File: src/rtl/conv_host_seq.sv
// Host-side sequencer: streams kernel/matrix bytes into the convolution engine and collects its results.
// Optional macro RESULT_FIFO_EN selects a 4-entry result FIFO instead of a single output register.
module conv_host_seq #(
  parameter int MATRIX_DIM  = 16,
  parameter int CONV_DIM    = 3,
  parameter int NUM_RESULTS = (MATRIX_DIM - CONV_DIM + 1) * (MATRIX_DIM - CONV_DIM + 1)
) (
  input  logic       clk,
  input  logic       rst,
  input  logic       start,
  input  logic [7:0] in_data,
  input  logic       in_valid,
  output logic       in_ready,
  output logic       tpu_rst,
  output logic       tpu_insert_kernal,
  output logic       tpu_insert_matrix,
  output logic [7:0] tpu_data_in,
  output logic       tpu_ready,
  input  logic       tpu_done,
  input  logic [7:0] tpu_data_out,
  output logic [7:0] out_data,
  output logic       out_valid,
  output logic       out_last,
  input  logic       out_ready,
  output logic       busy,
  output logic       overflow
);

  localparam int K_TOTAL = CONV_DIM * CONV_DIM;
  localparam int M_TOTAL = MATRIX_DIM * MATRIX_DIM;
  localparam int K_W = $clog2(K_TOTAL + 1);
  localparam int M_W = $clog2(M_TOTAL + 1);
  localparam int R_W = $clog2(NUM_RESULTS + 1);
  localparam logic [K_W-1:0] K_LAST = K_W'(K_TOTAL - 1);
  localparam logic [M_W-1:0] M_LAST = M_W'(M_TOTAL - 1);
  localparam logic [R_W-1:0] R_LAST = R_W'(NUM_RESULTS - 1);

  typedef enum logic [2:0] {
    S_IDLE, S_SYNC, S_LOAD_K, S_LOAD_M, S_RUN, S_DRAIN
  } state_t;

  state_t         state_q, state_d;
  logic [K_W-1:0] k_cnt_q, k_cnt_d;
  logic [M_W-1:0] m_cnt_q, m_cnt_d;
  logic [R_W-1:0] r_cnt_q, r_cnt_d;
  logic           overflow_q, overflow_d;

  // Result storage view shared by both storage variants
  logic       st_valid, st_last, st_free, can_capture;
  logic [7:0] st_data;
  logic       done_run, push, pop, push_last;

  assign done_run  = (state_q == S_RUN) && tpu_done;
  assign pop       = st_valid && out_ready;
  assign push      = done_run && can_capture;
  assign push_last = (r_cnt_q == R_LAST);

  always_ff @(posedge clk) begin
    if (rst) begin
      state_q    <= S_IDLE;
      k_cnt_q    <= '0;
      m_cnt_q    <= '0;
      r_cnt_q    <= '0;
      overflow_q <= 1'b0;
    end else begin
      state_q    <= state_d;
      k_cnt_q    <= k_cnt_d;
      m_cnt_q    <= m_cnt_d;
      r_cnt_q    <= r_cnt_d;
      overflow_q <= overflow_d;
    end
  end

  always_comb begin
    state_d           = state_q;
    k_cnt_d           = k_cnt_q;
    m_cnt_d           = m_cnt_q;
    r_cnt_d           = r_cnt_q;
    overflow_d        = overflow_q;
    in_ready          = 1'b0;
    tpu_rst           = 1'b0;
    tpu_insert_kernal = 1'b0;
    tpu_insert_matrix = 1'b0;
    tpu_data_in       = 8'd0;
    tpu_ready         = 1'b0;
    case (state_q)
      S_IDLE: begin
        if (start) begin
          state_d    = S_SYNC;
          overflow_d = 1'b0;
        end
      end
      S_SYNC: begin
        tpu_rst = 1'b1;
        k_cnt_d = '0;
        m_cnt_d = '0;
        r_cnt_d = '0;
        state_d = S_LOAD_K;
      end
      S_LOAD_K: begin
        in_ready          = 1'b1;
        tpu_insert_kernal = in_valid;
        tpu_data_in       = in_data;
        if (in_valid) begin
          if (k_cnt_q == K_LAST) begin
            k_cnt_d = '0;
            state_d = S_LOAD_M;
          end else begin
            k_cnt_d = k_cnt_q + 1'b1;
          end
        end
      end
      S_LOAD_M: begin
        in_ready          = 1'b1;
        tpu_insert_matrix = in_valid;
        tpu_data_in       = in_data;
        if (in_valid) begin
          if (m_cnt_q == M_LAST) begin
            m_cnt_d = '0;
            state_d = S_RUN;
          end else begin
            m_cnt_d = m_cnt_q + 1'b1;
          end
        end
      end
      S_RUN: begin
        tpu_ready = st_free;
        if (done_run) begin
          r_cnt_d = r_cnt_q + 1'b1;
          if (!can_capture) overflow_d = 1'b1;
          // A dropped final result still ends the job; DRAIN then exits once storage empties
          if (push_last) state_d = S_DRAIN;
        end
      end
      S_DRAIN: begin
        if ((pop && st_last) || !st_valid) state_d = S_IDLE;
      end
      default: state_d = S_IDLE;
    endcase
  end

`ifdef RESULT_FIFO_EN
  localparam int DEPTH = 4;
  logic [7:0]       fifo_data_q [DEPTH];
  logic [DEPTH-1:0] fifo_last_q;
  logic [1:0]       wr_ptr_q, rd_ptr_q;
  logic [2:0]       cnt_q;

  genvar gi;
  generate
    for (gi = 0; gi < DEPTH; gi++) begin : g_entry
      always_ff @(posedge clk) begin
        if (rst) begin
          fifo_data_q[gi] <= 8'd0;
          fifo_last_q[gi] <= 1'b0;
        end else if (push && (wr_ptr_q == 2'(gi))) begin
          fifo_data_q[gi] <= tpu_data_out;
          fifo_last_q[gi] <= push_last;
        end
      end
    end
  endgenerate

  always_ff @(posedge clk) begin
    if (rst) begin
      wr_ptr_q <= '0;
      rd_ptr_q <= '0;
      cnt_q    <= '0;
    end else begin
      if (push) wr_ptr_q <= wr_ptr_q + 1'b1;
      if (pop)  rd_ptr_q <= rd_ptr_q + 1'b1;
      case ({push, pop})
        2'b10:   cnt_q <= cnt_q + 1'b1;
        2'b01:   cnt_q <= cnt_q - 1'b1;
        default: cnt_q <= cnt_q;
      endcase
    end
  end

  assign st_valid    = (cnt_q != 3'd0);
  assign st_data     = fifo_data_q[rd_ptr_q];
  assign st_last     = fifo_last_q[rd_ptr_q];
  assign st_free     = (cnt_q != 3'(DEPTH));
  // Pop-first: a full FIFO still accepts a result in a cycle where the head leaves
  assign can_capture = st_free || pop;
`else
  logic [7:0] data_q;
  logic       valid_q, last_q;

  always_ff @(posedge clk) begin
    if (rst) begin
      data_q  <= 8'd0;
      valid_q <= 1'b0;
      last_q  <= 1'b0;
    end else if (push) begin
      data_q  <= tpu_data_out;
      valid_q <= 1'b1;
      last_q  <= push_last;
    end else if (pop) begin
      valid_q <= 1'b0;
      last_q  <= 1'b0;
    end
  end

  assign st_valid    = valid_q;
  assign st_data     = data_q;
  assign st_last     = last_q;
  assign st_free     = !valid_q;
  assign can_capture = !valid_q || out_ready;
`endif

  assign out_valid = st_valid;
  assign out_data  = st_data;
  assign out_last  = st_valid && st_last;
  assign busy      = (state_q != S_IDLE);
  assign overflow  = overflow_q;

endmodule

File: config.mk
export PLATFORM = sky130hd
export DESIGN_NAME = conv_host_seq
export DESIGN_NICKNAME = d
export VERILOG_FILES = /design/src/rtl/conv_host_seq.sv
export SDC_FILE = /design/constraint.sdc
export NUM_CORES = 1
export LEC_CHECK = 0
export BUFFER_PORTS_ARGS = -buffer_cell sky130_fd_sc_hd__clkbuf_2
export CORE_ASPECT_RATIO = 1.75
export CORE_UTILIZATION = 50
export CTS_BUF_LIST = sky130_fd_sc_hd__clkbuf_16
export DETAILED_ROUTE_END_ITERATION = 10
export MAX_ROUTING_LAYER = met4
export PLACE_DENSITY = 0.76
export SYNTH_ARGS = -nofsm -noshare
export SYNTH_HDL_FRONTEND = slang
export SYNTH_SLANG_ARGS = --single-unit
File: constraint.sdc
create_clock -name clk -period 3.05 [get_ports clk]
set_input_delay 0.305 -clock clk [delete_from_list [all_inputs] [get_ports clk]]
set_output_delay 0.305 -clock clk [all_outputs]
set_load 0.01 [all_outputs]
==> flow_summary.json, run 1 <==
{
  "rsz0062_at_grt": "no",
  "synth_xor_area_frac": 0.0840,
  "grt_max_degree": 28,
  "synth.cell_area_um2": 1770,
  "final_util": 0.628,
  "synth-seq-cells": 35,
  "routedWlPerCell_um": 12.8,
  "post-route-period-util": 0.713,
  "vias": 1721,
  "syn-num-nets": 251,
  "end_kind": "output port",
  "clk_latency_ns": 0.28,
  "die_h_um": 80.8,
  "fillers": 339,
  "numCtsBuffers": 5,
  "synth_edf_count": 0,
  "dr.first_iter.drc_count": 63,
  "drt-pass1-iter-count": 4,
  "coreArea_um2": 3400,
  "die_x_um": 47.0,
  "r2r_cells": 5,
  "antenna_found_initial": 0,
  "vias_per_cell": 5.53,
  "synth_top_family_by_area": "simple AND/OR/NAND/NOR gates",
  "r2r_slack_ns": 1.06,
  "dieArea_um2": 3800,
  "power_density_nw_per_um2": 633,
  "cts_max_path_buffers": 2,
  "hold_viol": 0,
  "final_area_um2": 2130,
  "ctsHoldBuffers": 0,
  "synth_top_area_cell": "dfxtp_1",
  "syn_inst": 225,
  "final.setup.tns_ns": 0,
  "synth-compound-area-share": 0.135,
  "whs_ns": 0.258,
  "start_util": 0.522,
  "relSlewSlack": 0.508,
  "holdPathStages": 3,
  "min-delay-start": "tpu_data_out[0]",
  "tightestPinTransition_ns": 0.737,
  "cts_resized": 0,
  "nets": 292,
  "synthSimpleGateAreaFrac": 0.306,
  "clock.fmax_ghz": 0.460,
  "ios": 47,
  "total_power_w": 0.00135,
  "drc_errors": 0,
  "layout_common_cells": "clkbuf_2 (46), dfxtp_1 (35), nor2_1 (28)",
  "grt_use_total": 0.235,
  "layout-drive-gt1-share": 0.214,
  "layout_commonest_cell": "clkbuf_2",
  "required_ns": 2.74,
  "hp-class": "input port to flip-flop",
  "grt_pass1_wl_um": 6400,
  "grt_pass1_vias": 1526,
  "outcome": "finished, final reports clean",
  "leakagePower_nw": 0.882,
  "worstPathMaxFanout": 27,
  "clk_pin_slew_worst_paths_ns": 0.05,
  "overflow": 0,
  "slew_viol_final": 0,
  "maxCapViolCount": 0,
  "drt_wl_total_um": 3980,
  "asyncSetResetFlopFracSynth": 0,
  "synthFlopType": "dfxtp_1",
  "setup.worst_path.start_class": "flip-flop",
  "ant_nets": 0,
  "cts_setup_buffers": 0,
  "synth_adder_area_share": 0.0282,
  "cts.sinks": 35,
  "finalSetupViolations": 0,
  "synthTopCellsByArea": "dfxtp_1 (40%), a21oi_1 (6.2%), nor2_1 (5.9%)",
  "htreeDepth": 2,
  "ys_seq_area_frac": 0.395,
  "avgSynthCellArea_um2": 7.88,
  "ys.warnings.count": 0,
  "synthDominantCellAreaShare": 0.395,
  "irDropWorstVdd_mv": 0.497,
  "portBuffers": 46,
  "yosys-mux-area-fraction": 0.00565,
  "rows": 28,
  "yosys.cell_types.count": 37,
  "fin_skew_ns": 0.00746,
  "setup.worst_path.class": "flip-flop to output port",
  "syn2layout_area_growth_pct": 20.4,
  "cp.arrival_ns": 1.87,
  "diodes": 0,
  "cts-root-buf": "clkbuf_16",
  "layout_min_cycle_time_ns": 2.17,
  "cts_tree": "built",
  "crit_start": "state_q[1]$_SDFFE_PP0P_",
  "reg2reg_from": "state_q[1]$_SDFFE_PP0P_",
  "place_congestion": 0.822,
  "dpl-instance-area_um2": 2000,
  "dpl.hpwl_um": 2880
}
[area by class of cell]
cell class | count | area [um2] | area share
Clock inverter | 2 | 8.76 | 0.00410
Multi-Input combinational cell | 172 | 991 | 0.464
Inverter | 6 | 22.5 | 0.0106
Timing Repair Buffer | 46 | 230 | 0.108
Tap cell | 45 | 56.3 | 0.0264
Sequential cell | 35 | 701 | 0.328
Clock buffer | 5 | 125 | 0.0586
[synthesized netlist by cell type, drive strengths merged, types with 4 or more instances]
master and instances:
nand2 27, and3 10, ha 4, xor2 10, xnor2 7, nand4 5
dfxtp 35, o21ai 7, nor2 29, a21oi 22, buf 6, nand3 15
inv 6, clkbuf 6, nand2b 4
[per-stage QoR]
stage,worst slack [ns],cells
after global placement,1.11,304
final,0.876,311
after CTS,0.895,311
after detailed placement,1.10,304
after floorplan,1.54,225
after global routing,0.692,311
[power breakdown]
part	switching [W]	internal (W)	total (W)
sequential	0.0000657	0.000484	0.000549
clock	0.000174	0.000293	0.000467
combinational	0.000197	0.000138	0.000334
total	0.000437	0.000914	0.00135
[worst paths after layout]
kind	end
worst max-delay path	tpu_insert_matrix
worst min-delay path	out_data[0]$_SDFFE_PP0P_
worst max register to register	state_q[0]$_SDFFE_PP0P_
worst min register to register	out_data[0]$_SDFFE_PP0P_
[metal layers]
layer / part of all wire / track usage / vias up
met5: 0 / - / -
met4: 0.022 / 0.114 / 0
met3: 0.048 / 0.0511 / 10
met2: 0.53 / 0.383 / 56
met1: 0.40 / 0.261 / 798
li1: - / - / 857
[critical path, stage by stage (launching register included)]
cell      delay (ns)
dfxtp_1         0.79
inv_1           0.26
nor2_1          0.25
and2_1          0.16
clkbuf_2        0.13
[cell families after synthesis]
family,after synthesis
fa+ha+maj,4
flops,35
compound gates,41
buf+inv,18
simple gates,109
mux,1
xor+xnor,17
[flip-flops by register name, indices dropped and copies added, names as in the netlist]
signal and count:
out_valid 1, k_cnt_q 4, last_q 1, out_data 8
r_cnt_q 8, overflow 1, state_q 3, m_cnt_q 9
(Power assumes the default switching activity.)
==> run 2, diff against run 1 <==
==> constraint.sdc (replaced) <==
create_clock -name clk -period 2.2 [get_ports clk]
set_input_delay 0.22 -clock clk [delete_from_list [all_inputs] [get_ports clk]]
set_output_delay 0.22 -clock clk [all_outputs]
set_load 0.01 [all_outputs]
==> flow_summary.json, run 2 (synthesized netlist as in run 1, its figures left out) <==
{
  "clkPwrFrac": 0.345,
  "tightestPinTransition_ns": 0.567,
  "start_util": 0.522,
  "largest_reg_flops": 9,
  "post-route-worst-setup-slack_ns": 0.286,
  "grt_use_total": 0.236,
  "outcome": "finished, final reports clean",
  "numCtsBuffers": 5,
  "worstPathMaxFanout": 17,
  "hp-class": "input port to flip-flop",
  "cts-root-buf": "clkbuf_16",
  "cts_setup_buffers": 0,
  "drt-pass1-iter-count": 4,
  "min-delay-start": "tpu_data_out[1]",
  "place_inst": 308,
  "dp_slack_ns": 0.408,
  "vias": 1653,
  "place_congestion": 0.835,
  "end_kind": "output port",
  "grt_pass1_wl_um": 6390,
  "holdPathStages": 3,
  "irDropWorstVdd_mv": 0.736,
  "dieArea_um2": 3800,
  "clock.fmax_ghz": 0.522,
  "dpl.hpwl_um": 2860,
  "clk_pin_slew_worst_paths_ns": 0.05,
  "power.internal_w": 0.00129,
  "htreeDepth": 2,
  "r2r-end": "m_cnt_q[1]$_SDFFE_PP0P_",
  "clk_latency_ns": 0.28,
  "finalSetupViolations": 0,
  "cts_resized": 0,
  "rsz0062_at_grt": "no",
  "slew_viol_final": 0,
  "ant_nets": 0,
  "post-route-period-util": 0.870,
  "syn2layout_area_growth_pct": 22.3,
  "antenna_found_initial": 0,
  "ios": 47,
  "fin_skew_ns": 0.00661,
  "grt_max_degree": 21,
  "swShare": 0.319,
  "diodes": 0,
  "layout_common_cells": "clkbuf_2 (46), dfxtp_1 (35), nor2_1 (28)",
  "relSlewSlack": 0.619,
  "r2r_cells": 5,
  "reg2reg_from": "state_q[1]$_SDFFE_PP0P_",
  "regMostFlops": "m_cnt_q",
  "holdPathEnd": "out_data[1]$_SDFFE_PP0P_",
  "vias_per_cell": 5.23,
  "r2r_slack_ns": 0.37,
  "portBuffers": 46,
  "cts_tree": "built",
  "nets": 296,
  "hold_viol": 0,
  "setup.worst_path.class": "flip-flop to output port",
  "power_density_nw_per_um2": 871,
  "cts_max_path_buffers": 2,
  "rows": 28,
  "layout_commonest_cell": "clkbuf_2",
  "p_sw_w": 0.000603,
  "maxCapViolCount": 0,
  "setup.worst_path.start_class": "flip-flop",
  "final.setup.tns_ns": 0,
  "final_cells": 316,
  "routedWlPerCell_um": 12.3,
  "layout-drive-gt1-share": 0.225,
  "cp.arrival_ns": 1.69,
  "die_h_um": 80.8,
  "overflow": 0,
  "cts.sinks": 35,
  "pwr-share-seq": 0.383,
  "leakagePower_nw": 0.912,
  "drt_wl_total_um": 3880,
  "layout_min_cycle_time_ns": 1.91,
  "required_ns": 1.98,
  "final_util": 0.638,
  "drc_errors": 0,
  "ctsHoldBuffers": 0,
  "coreArea_um2": 3400,
  "die_x_um": 47.0,
  "p_comb_frac": 0.272,
  "dr.first_iter.drc_count": 36,
  "grt_pass1_vias": 1498
}
run 2: cell count changes in the layout (fill, tap and decap cells not counted), sizes merged:
cell / previous run / this run
buf: 0 / 4
inv: 6 / 8
clkinv: 2 / 1
run 2: power by group through the flow:
stage	Sequential, W	Clock [W]	Combinational (W)
floorplan	0.000711	0	0.000398
global placement	0.000734	0	0.000509
detailed placement	0.000735	0	0.000516
CTS	0.000722	0.000666	0.000518
global route	0.000729	0.000701	0.000588
finish	0.000724	0.000651	0.000515
run 2: final cells by class:
class,count,area (um2)
multi-input cells,172,991
flip-flops and latches,35,701
fillers,324,1230
repair buffers,50,260
inverters,6,22.5
clock buffers,5,125
well taps,45,56.3
clock inverters,3,12.5
run 2: per-stage QoR:
stage	total power (W)	hold slack (ns)	cell area (um2)
floorplan	0.00111	0.335	1770
global placement	0.00124	0.443	2030
CTS	0.00191	0.170	2170
detailed placement	0.00125	0.447	2030
global route	0.00202	0.186	2170
finish	0.00189	0.174	2170
run 2: layer usage:
metal	GRT usage	vias up	routed length, um
met5	-	-	0
met4	0.106	0	72
met3	0.0511	7	147
met2	0.389	40	2020
met1	0.262	743	1640
li1	-	863	-
run 2: worst max-delay path by stage:
stage	start	endpoint	slack (ns)	cells after the start
global route	state_q[1]$_SDFFE_PP0P_	tpu_insert_matrix	0.13	4
detailed placement	m_cnt_q[0]$_SDFFE_PP0P_	m_cnt_q[4]$_SDFFE_PP0P_	0.41	5
finish	state_q[1]$_SDFFE_PP0P_	tpu_insert_matrix	0.29	4
global placement	state_q[1]$_SDFFE_PP0P_	m_cnt_q[1]$_SDFFE_PP0P_	0.45	5
floorplan	m_cnt_q[0]$_SDFFE_PP0P_	m_cnt_q[0]$_SDFFE_PP0P_	0.69	5
CTS	state_q[1]$_SDFFE_PP0P_	tpu_insert_matrix	0.29	4
run 2: worst max-delay path, stage by stage (launching register included):
cell	delay, ns
dfxtp_1	0.64
inv_1	0.25
nor2_1	0.24
and2_1	0.16
clkbuf_2	0.13
==> run 3, diff against run 2 <==
--- a/config.mk
+++ b/config.mk
@@ -11,7 +11,7 @@
 export CTS_BUF_LIST = sky130_fd_sc_hd__clkbuf_16
 export DETAILED_ROUTE_END_ITERATION = 10
 export MAX_ROUTING_LAYER = met4
-export PLACE_DENSITY = 0.76
+export PLACE_DENSITY = 0.83
 export SYNTH_ARGS = -nofsm -noshare
 export SYNTH_HDL_FRONTEND = slang
 export SYNTH_SLANG_ARGS = --single-unit
==> flow_summary.json, run 3 (synthesized netlist as in run 1, its figures left out) <==
{
  "relSlewSlack": 0.614,
  "hold_viol": 0,
  "syn2layout_area_growth_pct": 22.9,
  "cts.sinks": 35,
  "drc_errors": 0,
  "p_sw_w": 0.000614,
  "crit_buf_inv": 1,
  "clkPwrFrac": 0.386,
  "cts_tree": "built",
  "rows": 28,
  "r2r_cells": 5,
  "grt_pass1_wl_um": 6220,
  "power_density_nw_per_um2": 922,
  "p_comb_frac": 0.244,
  "htreeDepth": 2,
  "post-route-worst-setup-slack_ns": 0.218,
  "leakagePower_nw": 0.905,
  "grt_pass1_vias": 1522,
  "routedWlPerCell_um": 12.7,
  "r2r-end": "m_cnt_q[6]$_SDFFE_PP0P_",
  "cts_max_path_buffers": 2,
  "swShare": 0.306,
  "grt_use_total": 0.229,
  "multi_input_area_um2": 991,
  "vias": 1697,
  "dpl.hpwl_um": 2950,
  "regArea_um2": 701,
  "hp-class": "input port to flip-flop",
  "overflow": 0,
  "critPathSlowestCell": "dfxtp_1",
  "required_ns": 1.98,
  "fillers": 311,
  "nets": 294,
  "maxCapViolCount": 0,
  "regMostFlops": "m_cnt_q",
  "final.setup.tns_ns": 0,
  "cp.arrival_ns": 1.76,
  "holdPathEnd": "out_data[0]$_SDFFE_PP0P_",
  "clk_latency_ns": 0.28,
  "dr.first_iter.drc_count": 40,
  "cts-root-buf": "clkbuf_16",
  "tightestPinTransition_ns": 0.573,
  "worstPathCellList": "nand2b_1 > nor2_1 > and2_1 > clkbuf_2",
  "rsz0062_at_grt": "no",
  "post-route-period-util": 0.901,
  "pwr-share-seq": 0.370,
  "slew_viol_final": 0,
  "min-delay-start": "tpu_data_out[0]",
  "max_stage_delay_ns": 0.60,
  "die_h_um": 80.8,
  "numCtsBuffers": 5,
  "holdPathStages": 3,
  "ios": 47,
  "place_congestion": 0.897,
  "antenna_found_initial": 0,
  "finalSetupViolations": 0,
  "reg2reg_from": "state_q[0]$_SDFFE_PP0P_",
  "portBuffers": 46,
  "diodes": 0,
  "drt_wl_total_um": 3990,
  "outcome": "finished, final reports clean",
  "dpl-instance-area_um2": 2020,
  "dieArea_um2": 3800,
  "fin_skew_ns": 0.00506,
  "crit_family": "simple AND/OR/NAND/NOR gates",
  "power.internal_w": 0.00139,
  "cts_resized": 0,
  "worstPathMaxFanout": 16,
  "grt_max_degree": 21,
  "dp_slack_ns": 0.343,
  "largest_reg_flops": 9,
  "cts_setup_buffers": 0,
  "setup.worst_path.class": "flip-flop to output port",
  "whs_ns": 0.173,
  "irDropWorstVdd_mv": 0.737,
  "die_x_um": 47.0,
  "setup.worst_path.start_class": "flip-flop",
  "layout_min_cycle_time_ns": 1.98,
  "layout-drive-gt1-share": 0.223,
  "clock.fmax_ghz": 0.505,
  "ant_nets": 0,
  "final_area_um2": 2180,
  "clk_pin_slew_worst_paths_ns": 0.05,
  "start_util": 0.522,
  "vias_per_cell": 5.40,
  "coreArea_um2": 3400,
  "layout_common_cells": "clkbuf_2 (46), dfxtp_1 (35), nor2_1 (28)",
  "r2r_slack_ns": 0.30,
  "end_kind": "output port",
  "ctsHoldBuffers": 0,
  "drt-pass1-iter-count": 4,
  "layout_commonest_cell": "clkbuf_2"
}
==> run 3: layer usage <==
metal / wire length [um] / track usage / vias to the layer above
met3: 174 / 0.0467 / 7
met2: 2120 / 0.394 / 52
li1: - / - / 860
met4: 69 / 0.103 / 0
met5: 0 / - / -
met1: 1630 / 0.238 / 778
==> run 3: final cells by class <==
cell class                      count  share of cell area
Sequential cell                    35               0.321
Tap cell                           45              0.0258
Multi-Input combinational cell    172               0.455
Inverter                            6              0.0103
Clock buffer                        5              0.0574
Clock inverter                      3              0.0178
Timing Repair Buffer               48               0.113
==> run 3: tightest hold or removal path: cells and delay by family <==
family | cells | cell delay (ns)
AO/OA/AOI/OAI | 1 | 0.05
buffers and inverters | 1 | 0.08
AND/OR/NAND/NOR | 1 | 0.05
==> run 3: worst max path at each step <==
| stage | from | end | cells past startpoint |
|---|---|---|---|
| final | state_q[0]$_SDFFE_PP0P_ | tpu_insert_matrix | 4 |
| after global routing | state_q[0]$_SDFFE_PP0P_ | tpu_insert_matrix | 4 |
| after CTS | state_q[0]$_SDFFE_PP0P_ | tpu_insert_matrix | 4 |
| after detailed placement | state_q[0]$_SDFFE_PP0P_ | m_cnt_q[6]$_SDFFE_PP0P_ | 5 |
| after global placement | state_q[0]$_SDFFE_PP0P_ | m_cnt_q[6]$_SDFFE_PP0P_ | 5 |
| after floorplan | m_cnt_q[0]$_SDFFE_PP0P_ | m_cnt_q[0]$_SDFFE_PP0P_ | 5 |
==> run 3: power groups by stage <==
stage / Clock, W / Sequential (W) / Combinational (W)
3_5_place_dp: 0 / 0.000754 / 0.000487
6_report: 0.000776 / 0.000743 / 0.000489
2_1_floorplan: 0 / 0.000711 / 0.000398
3_3_place_gp: 0 / 0.000749 / 0.000473
4_1_cts: 0.000790 / 0.000740 / 0.000490
5_1_grt: 0.000818 / 0.000751 / 0.000552
==> run 3: stage by stage <==
step                       util  power (W)  cells
after CTS                 0.641    0.00202    314
after detailed placement  0.593    0.00124    306
after global routing      0.641    0.00212    314
after global placement    0.593    0.00122    306
after floorplan               -    0.00111    225
final                     0.641    0.00201    314
